### src/rtl/params_pkg.sv
// params_pkg: shared widths and the decode-to-scoreboard issue request layout.
package params_pkg;
   localparam int REGISTER_WIDTH = 5;
   localparam int MAX_LATENCY    = 8;
   localparam int LAT_W          = $clog2(MAX_LATENCY + 1);

   typedef struct packed {
      logic [REGISTER_WIDTH-1:0] rs1;
      logic                      rs1_needed;
      logic [REGISTER_WIDTH-1:0] rs2;
      logic                      rs2_needed;
      logic [REGISTER_WIDTH-1:0] rd;
      logic                      rd_we;
      logic                      is_mem;
      logic [LAT_W-1:0]          latency;
   } issue_req_t;
endpackage

### src/rtl/sb_entry.sv
// sb_entry: remaining fixed latency and outstanding-load flag for one architectural register.
module sb_entry #(
   parameter int LAT_W = 4
) (
   input  logic             i_clk,
   input  logic             i_rst_n,
   input  logic             i_freeze,
   input  logic             i_set_lat,
   input  logic [LAT_W-1:0] i_lat,
   input  logic             i_set_mem,
   input  logic             i_clr_mem,
   output logic [LAT_W-1:0] o_lat,
   output logic             o_mem
);
   logic [LAT_W-1:0] r_lat;
   logic             r_mem;

   always_ff @(posedge i_clk or negedge i_rst_n) begin
      if (!i_rst_n) begin
         r_lat <= '0;
         r_mem <= 1'b0;
      end else begin
         if (i_set_lat) r_lat <= i_lat;
         else if (!i_freeze && r_lat != '0) r_lat <= r_lat - 1'b1;
         if (i_set_mem) r_mem <= 1'b1;
         else if (i_clr_mem) r_mem <= 1'b0;
      end
   end

   assign o_lat = r_lat;
   assign o_mem = r_mem;
endmodule

### src/rtl/hazard_scoreboard.sv
// hazard_scoreboard: per-register pending-write scoreboard raising RAW, WAW and
// writeback-port stalls for decode; fixed-latency writebacks reserve slots in r_slot.
module hazard_scoreboard #(
   parameter int REGISTER_WIDTH = params_pkg::REGISTER_WIDTH,
   parameter int MAX_LATENCY    = params_pkg::MAX_LATENCY,
   parameter bit BYPASS_LAST    = 1'b1
) (
   input  logic                         clk_i,
   input  logic                         rst_ni,
   input  logic                         dec_valid_i,
   input  params_pkg::issue_req_t       issue_req_i,
   input  logic                         freeze_i,
   input  logic                         mem_wb_valid_i,
   input  logic [REGISTER_WIDTH-1:0]    mem_wb_reg_i,
   output logic                         stall_decode_o,
   output logic                         stall_fetch_o,
   output logic                         issue_bubble_o,
   output logic                         raw_hazard_o,
   output logic                         waw_hazard_o,
   output logic                         struct_hazard_o,
   output logic [2**REGISTER_WIDTH-1:0] pending_o
);
   localparam int NUM_REGS = 2**REGISTER_WIDTH;
   localparam int LAT_W    = $clog2(MAX_LATENCY + 1);
   localparam logic [LAT_W-1:0] RAW_THR = LAT_W'(BYPASS_LAST);
   import params_pkg::*;

   logic [LAT_W-1:0]          w_lat [NUM_REGS];
   logic [NUM_REGS-1:0]       w_mem;
   logic [MAX_LATENCY:1]      r_slot, w_slot_n;
   logic [REGISTER_WIDTH-1:0] w_rs1, w_rs2, w_rd;
   logic [LAT_W-1:0]          w_l;
   logic w_illegal, w_fixed, w_var, w_slot_hit, w_raw, w_waw, w_struct, w_stall, w_fire;

   assign w_rs1 = REGISTER_WIDTH'(issue_req_i.rs1);
   assign w_rs2 = REGISTER_WIDTH'(issue_req_i.rs2);
   assign w_rd  = REGISTER_WIDTH'(issue_req_i.rd);
   assign w_l   = LAT_W'(issue_req_i.latency);

   assign w_lat[0] = '0;
   assign w_mem[0] = 1'b0;
   for (genvar g = 1; g < NUM_REGS; g++) begin : g_entry
      sb_entry #(.LAT_W(LAT_W)) u_entry (
         .i_clk     (clk_i),
         .i_rst_n   (rst_ni),
         .i_freeze  (freeze_i),
         .i_set_lat (w_fire & w_fixed & (w_rd == REGISTER_WIDTH'(g))),
         .i_lat     (w_l),
         .i_set_mem (w_fire & w_var & (w_rd == REGISTER_WIDTH'(g))),
         .i_clr_mem (mem_wb_valid_i & (mem_wb_reg_i == REGISTER_WIDTH'(g))),
         .o_lat     (w_lat[g]),
         .o_mem     (w_mem[g])
      );
   end

   always_comb for (int r = 0; r < NUM_REGS; r++) pending_o[r] = (w_lat[r] != '0) | w_mem[r];

   assign w_illegal = dec_valid_i & ~issue_req_i.is_mem & ((w_l == '0) | (w_l > LAT_W'(MAX_LATENCY)));
   assign w_fixed   = issue_req_i.rd_we & ~issue_req_i.is_mem & ~w_illegal;
   assign w_var     = issue_req_i.rd_we & issue_req_i.is_mem;

   always_comb begin
      w_slot_hit = 1'b0;
      for (int j = 1; j <= MAX_LATENCY; j++) if (w_l == LAT_W'(j)) w_slot_hit = r_slot[j];
   end

   assign w_raw = (issue_req_i.rs1_needed & (w_rs1 != '0) & (w_mem[w_rs1] | (w_lat[w_rs1] > RAW_THR)))
                | (issue_req_i.rs2_needed & (w_rs2 != '0) & (w_mem[w_rs2] | (w_lat[w_rs2] > RAW_THR)));
   // An older write with lat_q == L lands one cycle before ours, so ordering already holds.
   assign w_waw = issue_req_i.rd_we & (w_rd != '0)
                & (issue_req_i.is_mem ? pending_o[w_rd] : (w_mem[w_rd] | (w_lat[w_rd] > w_l)));
   assign w_struct = w_illegal | (w_fixed & w_slot_hit);

   assign w_stall         = dec_valid_i & (w_raw | w_waw | w_struct | freeze_i);
   assign w_fire          = dec_valid_i & ~w_stall;
   assign stall_decode_o  = w_stall;
   assign stall_fetch_o   = w_stall;
   assign issue_bubble_o  = w_stall & dec_valid_i;
   assign raw_hazard_o    = dec_valid_i & w_raw;
   assign waw_hazard_o    = dec_valid_i & ~w_raw & w_waw;
   assign struct_hazard_o = dec_valid_i & ~w_raw & ~w_waw & w_struct;

   always_comb begin
      w_slot_n = r_slot >> 1;
      for (int j = 1; j < MAX_LATENCY; j++) if (w_fire & w_fixed & (w_l == LAT_W'(j + 1))) w_slot_n[j] = 1'b1;
   end

   always_ff @(posedge clk_i or negedge rst_ni) begin
      if (!rst_ni) r_slot <= '0;
      else if (!freeze_i) r_slot <= w_slot_n;
   end

   a_legal_latency: assert property (@(posedge clk_i) disable iff (!rst_ni) !w_illegal);
endmodule

### config.mk
export PLATFORM = sky130hd
export DESIGN_NAME = hazard_scoreboard
export DESIGN_NICKNAME = d
export VERILOG_FILES = /design/src/rtl/params_pkg.sv /design/src/rtl/sb_entry.sv /design/src/rtl/hazard_scoreboard.sv
export SDC_FILE = /design/constraint.sdc
export NUM_CORES = 1
export LEC_CHECK = 0
export BUFFER_PORTS_ARGS = -buffer_cell sky130_fd_sc_hd__buf_2
export CORE_MARGIN = 1.5
export CORE_UTILIZATION = 45
export DETAILED_ROUTE_END_ITERATION = 16
export GPL_TIMING_DRIVEN = 0
export RECOVER_POWER = 50
export SETUP_SLACK_MARGIN = 0.15
export SLEW_MARGIN = 40
export SYNTH_ARGS = -nofsm -noshare
export SYNTH_HDL_FRONTEND = slang
export SYNTH_HIERARCHICAL = 1
export SYNTH_SLANG_ARGS = --single-unit
### constraint.sdc
create_clock -name clk_i -period 6.1 [get_ports clk_i]
set_input_delay 0.915 -clock clk_i [delete_from_list [all_inputs] [get_ports clk_i]]
set_output_delay 0.915 -clock clk_i [all_outputs]
set_load 0.02 [all_outputs]
==> key figures <==
Timing
  • Skew final: 22.1 ps
  • Unrepaired setup endpoints after global routing: false
  • Relative slew margins: -0.891
  • Final hold viol count: 0
  • FMAX: 171 MHz
  • Final setup violation count: 0
  • Slew @ Worst Pin: 2840 ps
  • Final slew viol count: 109
  • Final setup TNS: 0 ps
  • Final clock period utilization by the worst path: 0.957
  • Period minus WS final: 5840 ps

Floorplan
  • IO Pins: 71
  • Die footprint: 29500 um^2
  • Die W: 172 um
  • Initial Util: 0.459
  • Std cell rows: 61
  • Die height: 172 um
  • Core area: 27900 um^2

Critical path
  • Slowest-stage cell, CP: mux4_2
  • Crit-path cells: buf_4, buf_12, buf_12, buf_12, mux4_2, mux4_2, nor2_1, nor2_1, ha_1, nor2b_1, o211ai_1, a21oi_2, a311o_1, o21ai_0, a32o_2, buf_6, nand2_1, nor2_1, buf_4
  • CP Capture Type: output port
  • Worst EP required: 5180 ps
  • Crit start category: primary input
  • Max incr delay on CP: 550 ps
  • Cell family with most CP delay: multiplexers
  • Worst-path maximum fanout: 10
  • Buf/Inv on CP: 6
  • Arrival time at the worst endpoint: 4920 ps
  • Setup CP Type: in2out

Global route
  • Total gr overflow: 0
  • Number of global-route vias before repair: 11400
  • First-pass GRT wire length: 66700 um
  • All-layer global routing usage: 0.301
  • Largest net degree at the start of global routing: 105
  • Initial antenna violation count: 1

CTS
  • CTS Sinks: 162
  • Max Root-Sink Buffers: 2
  • Worst-path clk slew: 70 ps
  • Total CTS buffers: 17
  • # hold bufs at CTS: 0
  • Root buf cell: clkbuf_16
  • CTS tree: done
  • # H-tree levels: 4
  • Later-pin clock latency in the skew report: 450 ps

Route
  • Vias per cell: 6.33
  • Post-Route WL: 43100 um
  • Residual DRC: 0
  • Via count: 12000
  • Initial drt markers: 1300
  • Wire per inst: 22.6 um
  • Routed Antenna Nets: 0
  • DRT Pass-1 Iters: 5

Placed design
  • Placed Area: 13800 um^2
  • HPWL Detailed: 30900 um
  • Final GP Congestion: 0.981
  • Port bufs: 66
  • Placed cells: 1864

Yosys
  • Sequential fraction of the synthesis area: 0.316
  • Synth Instances: 1416
  • Synth Area per Inst: 9.06 um^2
  • Top-count cell post-synth: inv_1
  • Synthesized cell area: 12800 um^2
  • Ys async rst share: 1.00
  • Main area contributors after synthesis: dfrtp_1 32%, mux4_2 8.6%, inv_1 4.8%
  • Net Count, Synth: 1484
  • Seq cells post-synth: 162
  • Area leader, netlist: dfrtp_1
  • Ys flop type: dfrtp_1
  • Library cells used by synthesis: 63
  • Post-synth EDFFs: 0
  • Leading cell types by count after synthesis: 163 x inv_1, 162 x dfrtp_1, 161 x nor2_1, 68 x nand2_1, 66 x nand2b_1
  • YS warnings: 6
  • Share of the synthesized area in the top cell type: 0.316

Power and ir drop
  • Sequential Power Share: 0.370
  • Pwr per Cell Area: 412 nW/um^2
  • Pleak: 5.98 nW
  • Peak supply drop: 196 uV
  • Internal: 3.36 mW
  • Share of power burned in the clock network: 0.186
  • Switching Power: 2.59 mW
  • Switching share of power: 0.435
  • Logic pwr share: 0.444
  • Tot Pwr: 5.96 mW

Layout
  • Ratio of cells with drive above 1 in the final layout: 0.182
  • Final Cell Area: 14400 um^2
  • Final Util: 0.517
  • Area delta synth->final: 12.6%
  • # fillers: 2618
  • Nets: 1579
  • Non-Filler Instances: 1902

Flow run
  • Maxcap violations: 2

Status
  • Failing checks: max-capacitance violations, max-slew violations
  • Status: finished with violations

Min path
  • Worst min-delay path category: reg2reg
==> tightest hold or removal path, delay by kind of cell (launching register included) <==
family / cells / cell delay, ps
AO/OA/AOI/OAI: 1 / 60
buffers and inverters: 1 / 60
flip-flops: 1 / 360
==> registers in the layout, summed over array words and instances (netlist names) <==
register and cells:
g_entry.u_entry/o_lat 124, r_slot 7, g_entry.u_entry/o_mem 31
==> area by class of cell <==
cell class                 instances  area (um^2)  area share
clock buffer                      17          425      0.0294
multi-input combinational       1054         8010       0.555
inverter                         164          616      0.0426
timing repair buffer              76          480      0.0333
buffer                            36          234      0.0162
tap                              378          473      0.0327
antenna                            1         2.50    0.000173
sequential                       162         4050       0.281
clock inverter                    14          146      0.0101
==> metal layers <==
| layer | vias to the layer above | track usage | part of all wire |
|---|---|---|---|
| met5 | - | 0 | 0 |
| met4 | 0 | 0.0960 | 0.024 |
| met3 | 70 | 0.0659 | 0.087 |
| met2 | 508 | 0.489 | 0.47 |
| met1 | 5964 | 0.400 | 0.42 |
| li1 | 5493 | - | - |
==> logic make-up after synthesis <==
| logic type | after synthesis | share of synthesized area |
|---|---|---|
| fa+ha+maj | 35 | 0.0341 |
| simple gates | 622 | 0.302 |
| flops | 162 | 0.316 |
| xor+xnor | 1 | 0.000683 |
| compound gates | 322 | 0.181 |
| mux | 73 | 0.106 |
| other cells | 1 | 0.000292 |
| buf+inv | 200 | 0.0609 |
==> what timing repair did <==
| item | in CTS | in global routing |
|---|---|---|
| endpoints found under the setup margin | 101 | 22 |
| pin swaps | 1 | 2 |
| buffers inserted | 1 | 5 |
| hold endpoints to repair | 0 | 0 |
| gates resized for setup | 19 | 16 |
| cloned | 0 | 0 |
==> power by group through the flow <==
stage	registers (mW)	logic [mW]	clock network (mW)
2_1_floorplan	1.93	1.99	0
3_3_place_gp	2.19	2.51	0
3_5_place_dp	2.20	2.61	0
4_1_cts	2.18	2.62	1.12
5_1_grt	2.27	2.92	1.16
6_report	2.21	2.64	1.11
==> path summary, 6_finish.rpt <==
path,startpoint,to,slack [ps],depth (start not counted)
max in group asynchronous,rst_ni,g_entry[23].u_entry/o_lat[1],2000,2
min in group asynchronous,rst_ni,r_slot[1],1380,1
hold reg to reg,r_slot[1],r_slot[1],520,2
hold / removal,r_slot[1],r_slot[1],520,2
setup / recovery,issue_req_i[6],struct_hazard_o,260,19
setup reg to reg,g_entry[18].u_entry/o_lat[1],g_entry[3].u_entry/o_lat[1],1120,17
==> stage by stage <==
| step | setup slack, ps | hold WS [ps] |
|---|---|---|
| 6_report | 264 | 516 |
| 5_1_grt | 152 | 528 |
| 4_1_cts | 159 | 386 |
| 3_5_place_dp | -816 | 501 |
| 3_3_place_gp | -1070 | 498 |
| 2_1_floorplan | 508 | 461 |
==> cell usage in the layout (no fill, tap or decap), types with 4 or more instances in the layout <==
master,synthesis,routed
and4bb_1,31,31
o22ai_1,11,11
o21ai_0,43,42
o221a_2,31,31
nand4_1,6,6
nor3_1,47,47
dfrtp_1,162,162
nor4_1,30,30
a22o_1,5,5
or4_1,4,4
o21ai_1,32,33
or2_2,7,7
mux4_2,49,49
buf_4,4,17
mux2_2,10,10
nor3b_1,33,33
inv_6,0,4
a221o_1,32,32
nor3b_2,31,31
clkinvlp_4,0,4
a21o_1,31,31
buf_2,13,49
nor2b_1,17,17
inv_1,163,163
buf_12,0,4
nand3_1,46,45
or3_1,34,34
mux2i_1,14,14
clkbuf_1,19,33
a31oi_1,32,32
nor4_2,31,31
o31ai_1,4,4
clkbuf_16,0,17
nand2_1,68,68
ha_1,35,35
nand2b_1,66,66
o211ai_1,34,34
a21oi_1,40,39
nor2_1,161,161
Power figures use the tool's default switching activity.
